===== config.mk =====
export PLATFORM = sky130hd
export DESIGN_NAME = branch_resolve_unit_flat
export DESIGN_NICKNAME = d
export VERILOG_FILES = /design/src/rtl/branch_resolve_unit_if.sv /design/src/rtl/branch_resolve_unit.sv /design/src/flat_wrapper.sv
export SDC_FILE = /design/constraint.sdc
export NUM_CORES = 1
export LEC_CHECK = 0
export CORE_MARGIN = 5
export CORE_UTILIZATION = 47
export CTS_CLUSTER_SIZE = 10
export DETAILED_ROUTE_END_ITERATION = 7
export PLACE_DENSITY = 0.86
export SYNTH_ARGS = -nofsm -noshare
export SYNTH_HDL_FRONTEND = slang
export SYNTH_SLANG_ARGS = --single-unit

===== constraint.sdc =====
create_clock -name clk -period 2.4 [get_ports clk]
set_clock_uncertainty 0.2 [all_clocks]
set_input_delay 0.24 -clock clk [delete_from_list [all_inputs] [get_ports clk]]
set_output_delay 0.24 -clock clk [all_outputs]
set_load 0.02 [all_outputs]

===== src/rtl/branch_resolve_unit_if.sv =====
// Branch-resolve bundle: pipeline-side inputs and predictor/front-end outputs.
// The slave modport is the resolve unit; the master modport is its environment.
interface branch_resolve_unit_if #(
  parameter int unsigned PC_W  = 64,
  parameter int unsigned CNT_W = 32
);
  logic             stall;
  logic             if_valid;
  logic             if_prediction;
  logic             ex_branch;
  logic             ex_taken;
  logic [PC_W-1:0]  ex_pc;
  logic [PC_W-1:0]  ex_target;
  logic             branchex;
  logic             outcome;
  logic             flush;
  logic             redirect_valid;
  logic [PC_W-1:0]  redirect_pc;
  logic [CNT_W-1:0] branch_count;
  logic [CNT_W-1:0] mispredict_count;

  modport slave (
    input  stall, if_valid, if_prediction, ex_branch, ex_taken, ex_pc, ex_target,
    output branchex, outcome, flush, redirect_valid, redirect_pc, branch_count,
           mispredict_count
  );

  modport master (
    output stall, if_valid, if_prediction, ex_branch, ex_taken, ex_pc, ex_target,
    input  branchex, outcome, flush, redirect_valid, redirect_pc, branch_count,
           mispredict_count
  );
endinterface


===== src/rtl/branch_resolve_unit.sv =====
// Carries predictions IF->ID->EX, resolves them against the EX outcome, and drives
// predictor update, front-end redirect/flush and saturating prediction statistics.
module branch_resolve_unit #(
  parameter int unsigned PC_W         = 64,
  parameter int unsigned CNT_W        = 32,
  parameter int unsigned FLUSH_CYCLES = 2
) (
  input logic                   clk,
  input logic                   rst_n,
  branch_resolve_unit_if.slave  bus
);

  typedef enum logic {StIdle, StFlush} state_e;

  localparam logic [3:0]       FlushInit = 4'(FLUSH_CYCLES - 1);
  localparam logic [PC_W-1:0]  PcFour    = PC_W'(4);
  localparam logic [CNT_W-1:0] CntOne    = CNT_W'(1);

  state_e           r_state;
  logic [3:0]       r_cnt;
  logic             r_flush;
  logic             r_id_valid, r_id_pred;
  logic             r_ex_valid, r_ex_pred;
  logic             r_branchex, r_outcome, r_redirect_valid;
  logic [PC_W-1:0]  r_redirect_pc;
  logic [CNT_W-1:0] r_branch_count, r_mispredict_count;

  logic             w_resolve;
  logic             w_mispredict;
  logic [PC_W-1:0]  w_redirect_pc;

  assign w_resolve     = bus.ex_branch & r_ex_valid & ~bus.stall & (r_state == StIdle);
  assign w_mispredict  = w_resolve & (r_ex_pred != bus.ex_taken);
  assign w_redirect_pc = bus.ex_taken ? bus.ex_target : bus.ex_pc + PcFour;

  // Flush FSM; flush rises on the same edge that registers the redirect pulse.
  always_ff @(posedge clk or negedge rst_n) begin
    if (!rst_n) begin
      r_state <= StIdle;
      r_cnt   <= '0;
      r_flush <= 1'b0;
    end else begin
      unique case (r_state)
        StIdle: begin
          if (w_mispredict) begin
            r_state <= StFlush;
            r_cnt   <= FlushInit;
            r_flush <= 1'b1;
          end
        end
        StFlush: begin
          if (r_cnt == 4'd0) begin
            r_state <= StIdle;
            r_flush <= 1'b0;
          end else begin
            r_cnt <= r_cnt - 4'd1;
          end
        end
        default: begin
          r_state <= StIdle;
          r_flush <= 1'b0;
        end
      endcase
    end
  end

  // Metadata pipe: flush clears valids even under stall.
  always_ff @(posedge clk or negedge rst_n) begin
    if (!rst_n) begin
      r_id_valid <= 1'b0;
      r_id_pred  <= 1'b0;
      r_ex_valid <= 1'b0;
      r_ex_pred  <= 1'b0;
    end else if (r_flush) begin
      r_id_valid <= 1'b0;
      r_ex_valid <= 1'b0;
    end else if (!bus.stall) begin
      r_id_valid <= bus.if_valid;
      r_id_pred  <= bus.if_prediction;
      r_ex_valid <= r_id_valid;
      r_ex_pred  <= r_id_pred;
    end
  end

  always_ff @(posedge clk or negedge rst_n) begin
    if (!rst_n) begin
      r_branchex         <= 1'b0;
      r_outcome          <= 1'b0;
      r_redirect_valid   <= 1'b0;
      r_redirect_pc      <= '0;
      r_branch_count     <= '0;
      r_mispredict_count <= '0;
    end else begin
      r_branchex       <= w_resolve;
      r_redirect_valid <= w_mispredict;
      if (w_resolve) begin
        r_outcome <= bus.ex_taken;
        if (r_branch_count != '1) r_branch_count <= r_branch_count + CntOne;
      end
      if (w_mispredict) begin
        r_redirect_pc <= w_redirect_pc;
        if (r_mispredict_count != '1) r_mispredict_count <= r_mispredict_count + CntOne;
      end
    end
  end

  assign bus.branchex         = r_branchex;
  assign bus.outcome          = r_outcome;
  assign bus.flush            = r_flush;
  assign bus.redirect_valid   = r_redirect_valid;
  assign bus.redirect_pc      = r_redirect_pc;
  assign bus.branch_count     = r_branch_count;
  assign bus.mispredict_count = r_mispredict_count;

endmodule


===== src/flat_wrapper.sv =====
// flat-port wrapper written by rule: the top's interface ports become plain ports
module branch_resolve_unit_flat 
#(
  parameter int unsigned PC_W         = 64,
  parameter int unsigned CNT_W        = 32,
  parameter int unsigned FLUSH_CYCLES = 2
)
  (clk, rst_n, bus_stall, bus_if_valid, bus_if_prediction, bus_ex_branch, bus_ex_taken, bus_ex_pc, bus_ex_target, bus_branchex, bus_outcome, bus_flush, bus_redirect_valid, bus_redirect_pc, bus_branch_count, bus_mispredict_count);
  branch_resolve_unit_if #(.PC_W(PC_W), .CNT_W(CNT_W)) bus_i ();
  input logic clk;
  input logic rst_n;
  input wire logic [$bits(bus_i.stall)-1:0] bus_stall;
  input wire logic [$bits(bus_i.if_valid)-1:0] bus_if_valid;
  input wire logic [$bits(bus_i.if_prediction)-1:0] bus_if_prediction;
  input wire logic [$bits(bus_i.ex_branch)-1:0] bus_ex_branch;
  input wire logic [$bits(bus_i.ex_taken)-1:0] bus_ex_taken;
  input wire logic [$bits(bus_i.ex_pc)-1:0] bus_ex_pc;
  input wire logic [$bits(bus_i.ex_target)-1:0] bus_ex_target;
  output wire logic [$bits(bus_i.branchex)-1:0] bus_branchex;
  output wire logic [$bits(bus_i.outcome)-1:0] bus_outcome;
  output wire logic [$bits(bus_i.flush)-1:0] bus_flush;
  output wire logic [$bits(bus_i.redirect_valid)-1:0] bus_redirect_valid;
  output wire logic [$bits(bus_i.redirect_pc)-1:0] bus_redirect_pc;
  output wire logic [$bits(bus_i.branch_count)-1:0] bus_branch_count;
  output wire logic [$bits(bus_i.mispredict_count)-1:0] bus_mispredict_count;
  assign bus_i.stall = bus_stall;
  assign bus_i.if_valid = bus_if_valid;
  assign bus_i.if_prediction = bus_if_prediction;
  assign bus_i.ex_branch = bus_ex_branch;
  assign bus_i.ex_taken = bus_ex_taken;
  assign bus_i.ex_pc = bus_ex_pc;
  assign bus_i.ex_target = bus_ex_target;
  assign bus_branchex = bus_i.branchex;
  assign bus_outcome = bus_i.outcome;
  assign bus_flush = bus_i.flush;
  assign bus_redirect_valid = bus_i.redirect_valid;
  assign bus_redirect_pc = bus_i.redirect_pc;
  assign bus_branch_count = bus_i.branch_count;
  assign bus_mispredict_count = bus_i.mispredict_count;
  branch_resolve_unit #(.PC_W(PC_W), .CNT_W(CNT_W), .FLUSH_CYCLES(FLUSH_CYCLES)) u_core (.clk(clk), .rst_n(rst_n), .bus(bus_i));
endmodule

== Word-level counts from Yosys, hierarchy flattened ==
Index checks and enable logic that the tools add are counted.

* Bitwise gates (word level): 7
* Equal/unequal tests: 7
* Reductions and logical operators: 6
* Add/sub/neg operators: 4
* Multiplexer cells: 14

{| class="wikitable"
|+ Operator list
! operator !! number
|-
| $add A32 B1 Y32 const B || 2
|-
| $add A64 B3 Y64 const B || 1
|-
| $mux W64 || 1
|-
| $ne A32 B32 Y1 const B || 2
|-
| $reduce_and A2 Y1 || 5
|-
| $mux W1 || 8
|-
| $mux W4 || 2
|-
| $pmux W4 S2 || 1
|-
| $and A1 B1 Y1 || 4
|-
| $logic_not A4 Y1 || 1
|-
| $ne A2 B1 Y1 const B || 2
|-
| $ne A2 B2 Y1 const B || 2
|-
| $pmux W1 S2 || 2
|-
| $sub A4 B1 Y4 const B || 1
|-
| $not A1 Y1 || 3
|-
| $ne A1 B1 Y1 || 1
|}

* Output and inout bits: 132
* Flip-flop bits (word level): 141
* Input bits: 135
* Word-level logic and storage cells: 51

== Depth between registers and ports, before layout ==
* Depth after elaboration: 6
* Gate-level depth with buffers: 9
* Gate-level depth less buffers: 7

== Worst setup path after synthesis ==
OpenSTA, ideal clock, no wires.

* Path kind: reg-to-reg
* From: register u_core.r_mispredict_count[0], in the netlist u_core.bus.mispredict_count[0]
* To: register u_core.r_mispredict_count[24], in the netlist u_core.bus.mispredict_count[24]
* Library setup time: 129 ps
* Period minus slack after synthesis: 2249 ps
* Data arrival time: 1920 ps
* Buffers on the path: 0
* Path slack: 151 ps
* Data required time: 2071 ps
* Stages on the path, launching flop included: 7
* Cell sequence: dfrtp_1 > ha_1 > nand4_1 > nor4_1 > a21boi_0 > nand4_1 > xnor2_1

* Longest elaborated chain between the ends: 2
* Elaborated cells between the ends (all ways): 3
* Classes of those cells: add/sub (1); eq/ne (1); reduce/logical (1)

{| class="wikitable"
|+ Ends and longest elaborated chain
! what !! line !! source
|-
| from (decl) || branch_resolve_unit.sv:26 || <nowiki>logic [CNT_W-1:0] r_branch_count, r_mispredict_count;</nowiki>
|-
| from (signal assigned) || branch_resolve_unit.sv:102 || <nowiki>if (r_mispredict_count != '1) r_mispredict_count <= r_mispredict_count + CntOne;</nowiki>
|-
| branches (longest 2 deep; another with $add A32 B1 Y32) || n/a ||
|}

Several ways; the timed one is not identified.
A chain may end at the register's enable or synchronous reset.

== Worst setup path after layout ==
* From: register u_core.r_state
* To: register u_core.r_mispredict_count[24], in the netlist u_core.bus.mispredict_count[24]

* Longest elaborated chain between the ends: 4

{| class="wikitable"
|+ Ends and longest elaborated chain
! what !! line !! source
|-
| from (decl) || branch_resolve_unit.sv:19 || <nowiki>state_e r_state;</nowiki>
|-
| from (signal assigned) || branch_resolve_unit.sv:39 || <nowiki>r_state <= StIdle;</nowiki>
|-
| from (signal assigned) || branch_resolve_unit.sv:46 || <nowiki>r_state <= StFlush;</nowiki>
|-
| from (signal assigned) || branch_resolve_unit.sv:53 || <nowiki>r_state <= StIdle;</nowiki>
|-
| $not A1 Y1 || branch_resolve_unit.sv:32 || <nowiki>assign w_resolve = bus.ex_branch & r_ex_valid & ~bus.stall & (r_state == StIdle);</nowiki>
|-
| $and A1 B1 Y1 || branch_resolve_unit.sv:32 ||
|-
| $and A1 B1 Y1 || branch_resolve_unit.sv:33 || <nowiki>assign w_mispredict = w_resolve & (r_ex_pred != bus.ex_taken);</nowiki>
|-
| $reduce_and A2 Y1 (no source line) || n/a ||
|}

No other way between the ends.

==> summary by stage <==
Global routing
The overall fraction of global-route tracks in use is 0.291. The initial antenna violation count is 1. The number of global-route vias before repair is 8955. Entering global routing, the biggest net connects between 50 and 60 pins. The first global-routing pass estimated between 40000 and 50000 um of wire. For this run the aggregate overflow at the end of global routing stands at 0.

Timing
The worst path in the final design needs a cycle of roughly 2300 ps, including I/O delays and setup. The number of endpoints with negative hold slack in the final report is 0. The number of pins exceeding their max-slew limit in the final report is 0. The fraction of the cycle the final worst path needs is 0.978. After routing, the total negative slack on setup checks comes to 0 ps. The maximum clock frequency is between 0.4 and 0.5 GHz.

Setup violations remaining at the end of the flow were counted as 0. The pin slew with the least headroom to its limit is a little over 600 ps. Headroom to the max-slew limit came out at 0.584.

Synth
The number of nets handed over by synthesis was 1054. The distinct cell type count of the synthesized netlist is between 50 and 60. After technology mapping, the gate count stands at between 900 and 1000. After synthesis, the most frequently instantiated cells are 141 x sky130_fd_sc_hd__dfrtp_1, 101 x sky130_fd_sc_hd__nand2_1, 82 x sky130_fd_sc_hd__nand3_1.

The number of synthesized flops with an enable pin is 0. Of the synthesized area, sequential elements account for 0.430. By area the synthesized netlist is led by sky130_fd_sc_hd__dfrtp_1 43%, sky130_fd_sc_hd__xnor2_1 5.8%, sky130_fd_sc_hd__nand4_1 5.3%. The flop and latch count out of synthesis is between 100 and 150.

The average cell area after synthesis is between 8 and 9 sq um. For this run, asynchronously set or reset flops after synthesis account for 1.00. Of the post-synthesis cell area, the dominant cell type holds 0.430. The synthesized design spends more area on one cell type than any other, namely sky130_fd_sc_hd__dfrtp_1. Among all flip-flop cells after synthesis, the most frequent one is sky130_fd_sc_hd__dfrtp_1.

The most frequent cell after synthesis is sky130_fd_sc_hd__dfrtp_1. In this run the cell area of the synthesized design comes to 8210 sq um. The Yosys step of the flow raised 0 warnings.

Drt
The number of vias per cell after detailed routing is about 5.8. For this block, the routed nets add up to roughly 30000 um of wire. The pre-antenna-repair detailed-routing pass consisted of 5 iterations.

Detailed routing inserted a total of between 8000 and 9000 vias. The number of violations reported at the end of detailed-routing iteration 0 is 680. The average detailed-routed wire length per instance is 19.5 um. The DRC violation count after routing is 0. The post-route antenna net violation count is 0.

Final layout
After filler insertion, the fill cell instance count of the layout stands at around 1200. The number of nets in the layout is around 1400. The number of antenna diodes in the final layout is 0.

The register area is 3530 sq um. The area of combinational cells with multiple inputs is 4510 sq um. From synthesis to final layout, the design area changed by 55.4%. The area of all placed cells without fillers is 12800 sq um. The fraction of final layout cells with drive strength greater than 1 is 0.163. The utilization of the core after routing is 0.740.

CTS
The cell sitting at the root of the clock tree is a sky130_fd_sc_hd__clkbuf_16. The number of buffers added for setup after CTS is 0. The H-tree was split into 4 levels. TritonCTS built the clock tree. The CTS buffer count is 17. Clock-pin slew was measured on the worst setup and hold paths at ~60 ps. Clock latency on the worst-skew pair, taken at its later pin, is 420 ps. The clock sink count is roughly 140. The number of buffers between clock root and the deepest sink is 2.

Placement
In this run the cell area measured after placement is 12200 sq um. The wire-length estimate of the detail-placed layout is 23100 um. The global placement routability congestion is ~0.96. The number of buffers inserted by port buffering is between 200 and 300.

Die
For this design the top-level I/O count stands at roughly 270. For this configuration, the core starts out at a cell density of 0.476. The floorplan step defined a core boundary enclosing 17200 sq um. The horizontal die dimension is approximately 140 um.

The die covers 20200 sq um. The die span in y is approximately 140 um. The row count is 48.

Critical path
The most common cell type on the critical path is sky130_fd_sc_hd__buf_4. STA puts the critical path data arrival time at ~2500 ps. The worst setup path is of the register to register kind.

The launching element of the worst setup path is u_core.r_state$_DFF_PN0_. The most critical setup path has its endpoint at u_core.bus.mispredict_count[24]$_DFFE_PN0P_. The critical path goes through nand4bb_1, buf_4, nor4_2, a21boi_0, buf_4, nand4_1, xnor2_1. The critical path launch point type is a register.

Across all register-to-register paths, the minimum setup slack is around 52 ps. The number of cells on the worst reg-to-reg path is 7. The cell with the biggest individual delay on the critical path is sky130_fd_sc_hd__dfrtp_1. The longest individual stage delay on the worst path is approximately 400 ps. Of all nets on the critical path, the largest fanout is 5. The startpoint of the most critical register-to-register path is u_core.r_state$_DFF_PN0_. STA puts the critical path data required time at about 2500 ps. The worst setup path is captured at a register. In this run the critical register-to-register path is captured at u_core.bus.mispredict_count[24]$_DFFE_PN0P_.

Outcome
The flow ran to the end, and the final reports show no timing, DRC or antenna violations.

Power
The maximum vdd drop is approximately 0.54 mV. For this design the ratio of total power to cell area is about 750 nW/um^2. The leakage power figure is around 0.0054 uW.

Job
The reported max-cap violation count is 0.

Worst hold path
The path type of the worst min-delay path is input pin to async pin.
routing by layer:
metal	track usage	share of wire	wire length, um	vias to the layer above
met1	0.353	0.38	11400	4295
li1	-	-	-	4156
met2	0.503	0.49	14800	470
met5	0	0.00050	15	-
met3	0.0833	0.10	3070	64
met4	0.0859	0.024	729	2
kinds of logic after synthesis:
| family | count (synthesis) | share of synthesized area |
|---|---|---|
| XOR/XNOR | 92 | 0.0982 |
| buffers and inverters | 55 | 0.0276 |
| AND/OR/NAND/NOR | 469 | 0.309 |
| adder cells (fa/ha/maj) | 5 | 0.00762 |
| multiplexers | 26 | 0.0326 |
| flip-flops | 141 | 0.430 |
| AO/OA/AOI/OAI | 126 | 0.0948 |
cells in the final DEF, fill, tap and decap left out, drive strengths merged, types with 3 or more instances in the layout:
master,synthesis,final
clkdlybuf4s50,0,264
and2,12,12
nand4,71,71
o211ai,10,10
inv,12,15
ha,5,5
mux2,6,6
nand2,101,101
or2,8,8
and3,24,24
nor4,27,27
nor3,33,33
or4,12,12
clkinv,0,6
mux2i,20,20
a31oi,5,5
o21ai,38,38
a21oi,35,35
clkbuf,29,19
nand3,82,82
and4,16,16
o22ai,10,10
buf,14,148
xor2,38,38
or3,5,5
nand3b,3,3
nor2,57,57
o31a,5,5
xnor2,54,54
o31ai,7,7
nand2b,6,6
a31o,3,3
dfrtp,141,141
nor3b,3,3
worst max-delay path: cells and delay by family (launching register included):
family / cells / cell delay, ps
buf+inv: 2 / 410
compound gates: 1 / 340
simple gates: 3 / 710
xor+xnor: 1 / 160
flops: 1 / 410
metrics by stage:
stage          power, uW  setup slack, ps  hold WS, ps  cells
6_report            9620             51.9          116   1540
5_1_grt            10100            -36.2          151   1540
4_1_cts             9660             44.9          114   1540
3_5_place_dp        7110             -282        -12.1   1508
3_3_place_gp        7030             -186        -12.2   1508
2_1_floorplan       5030              151         -256    914
flip-flops by register name (all words and copies together) (netlist names):
name,flops
u_core.bus.branch_count,32
u_core.bus.branchex,1
u_core.bus.flush,1
u_core.bus.mispredict_count,32
u_core.bus.outcome,1
u_core.bus.redirect_pc,64
u_core.bus.redirect_valid,1
u_core.r_cnt,4
u_core.r_ex_pred,1
u_core.r_ex_valid,1
u_core.r_id_pred,1
u_core.r_id_valid,1
u_core.r_state,1
final cells by class:
type	instances	area share
clock buffer	19	0.0347
sequential	141	0.277
inverter	12	0.00353
tap	225	0.0221
clock inverter	12	0.00883
timing repair buffer	413	0.301
multi-input combinational	718	0.353
worst min path at each step:
stage,from,end,cells past startpoint
floorplan,rst_n,u_core.bus.branch_count[0]$_DFFE_PN0P_,0
global placement,rst_n,u_core.bus.branch_count[12]$_DFFE_PN0P_,1
detailed placement,rst_n,u_core.bus.branch_count[10]$_DFFE_PN0P_,1
CTS,rst_n,u_core.bus.branch_count[12]$_DFFE_PN0P_,2
global route,rst_n,u_core.bus.branch_count[12]$_DFFE_PN0P_,2
finish,rst_n,u_core.bus.branch_count[12]$_DFFE_PN0P_,2
what timing repair did:
action | CTS | global route
endpoints found under the hold margin | 141 | 0
hold buffers | 1 | 0
setup endpoints to repair | 0 | 11
gates resized for setup | 0 | 6
power breakdown:
part | switching, uW | leakage (uW) | internal [uW]
clock network | 1080 | 0.000270 | 1460
logic | 1830 | 0.00332 | 1790
registers | 456 | 0.00186 | 3010
total | 3370 | 0.00544 | 6260
(Power assumes the default switching activity.)
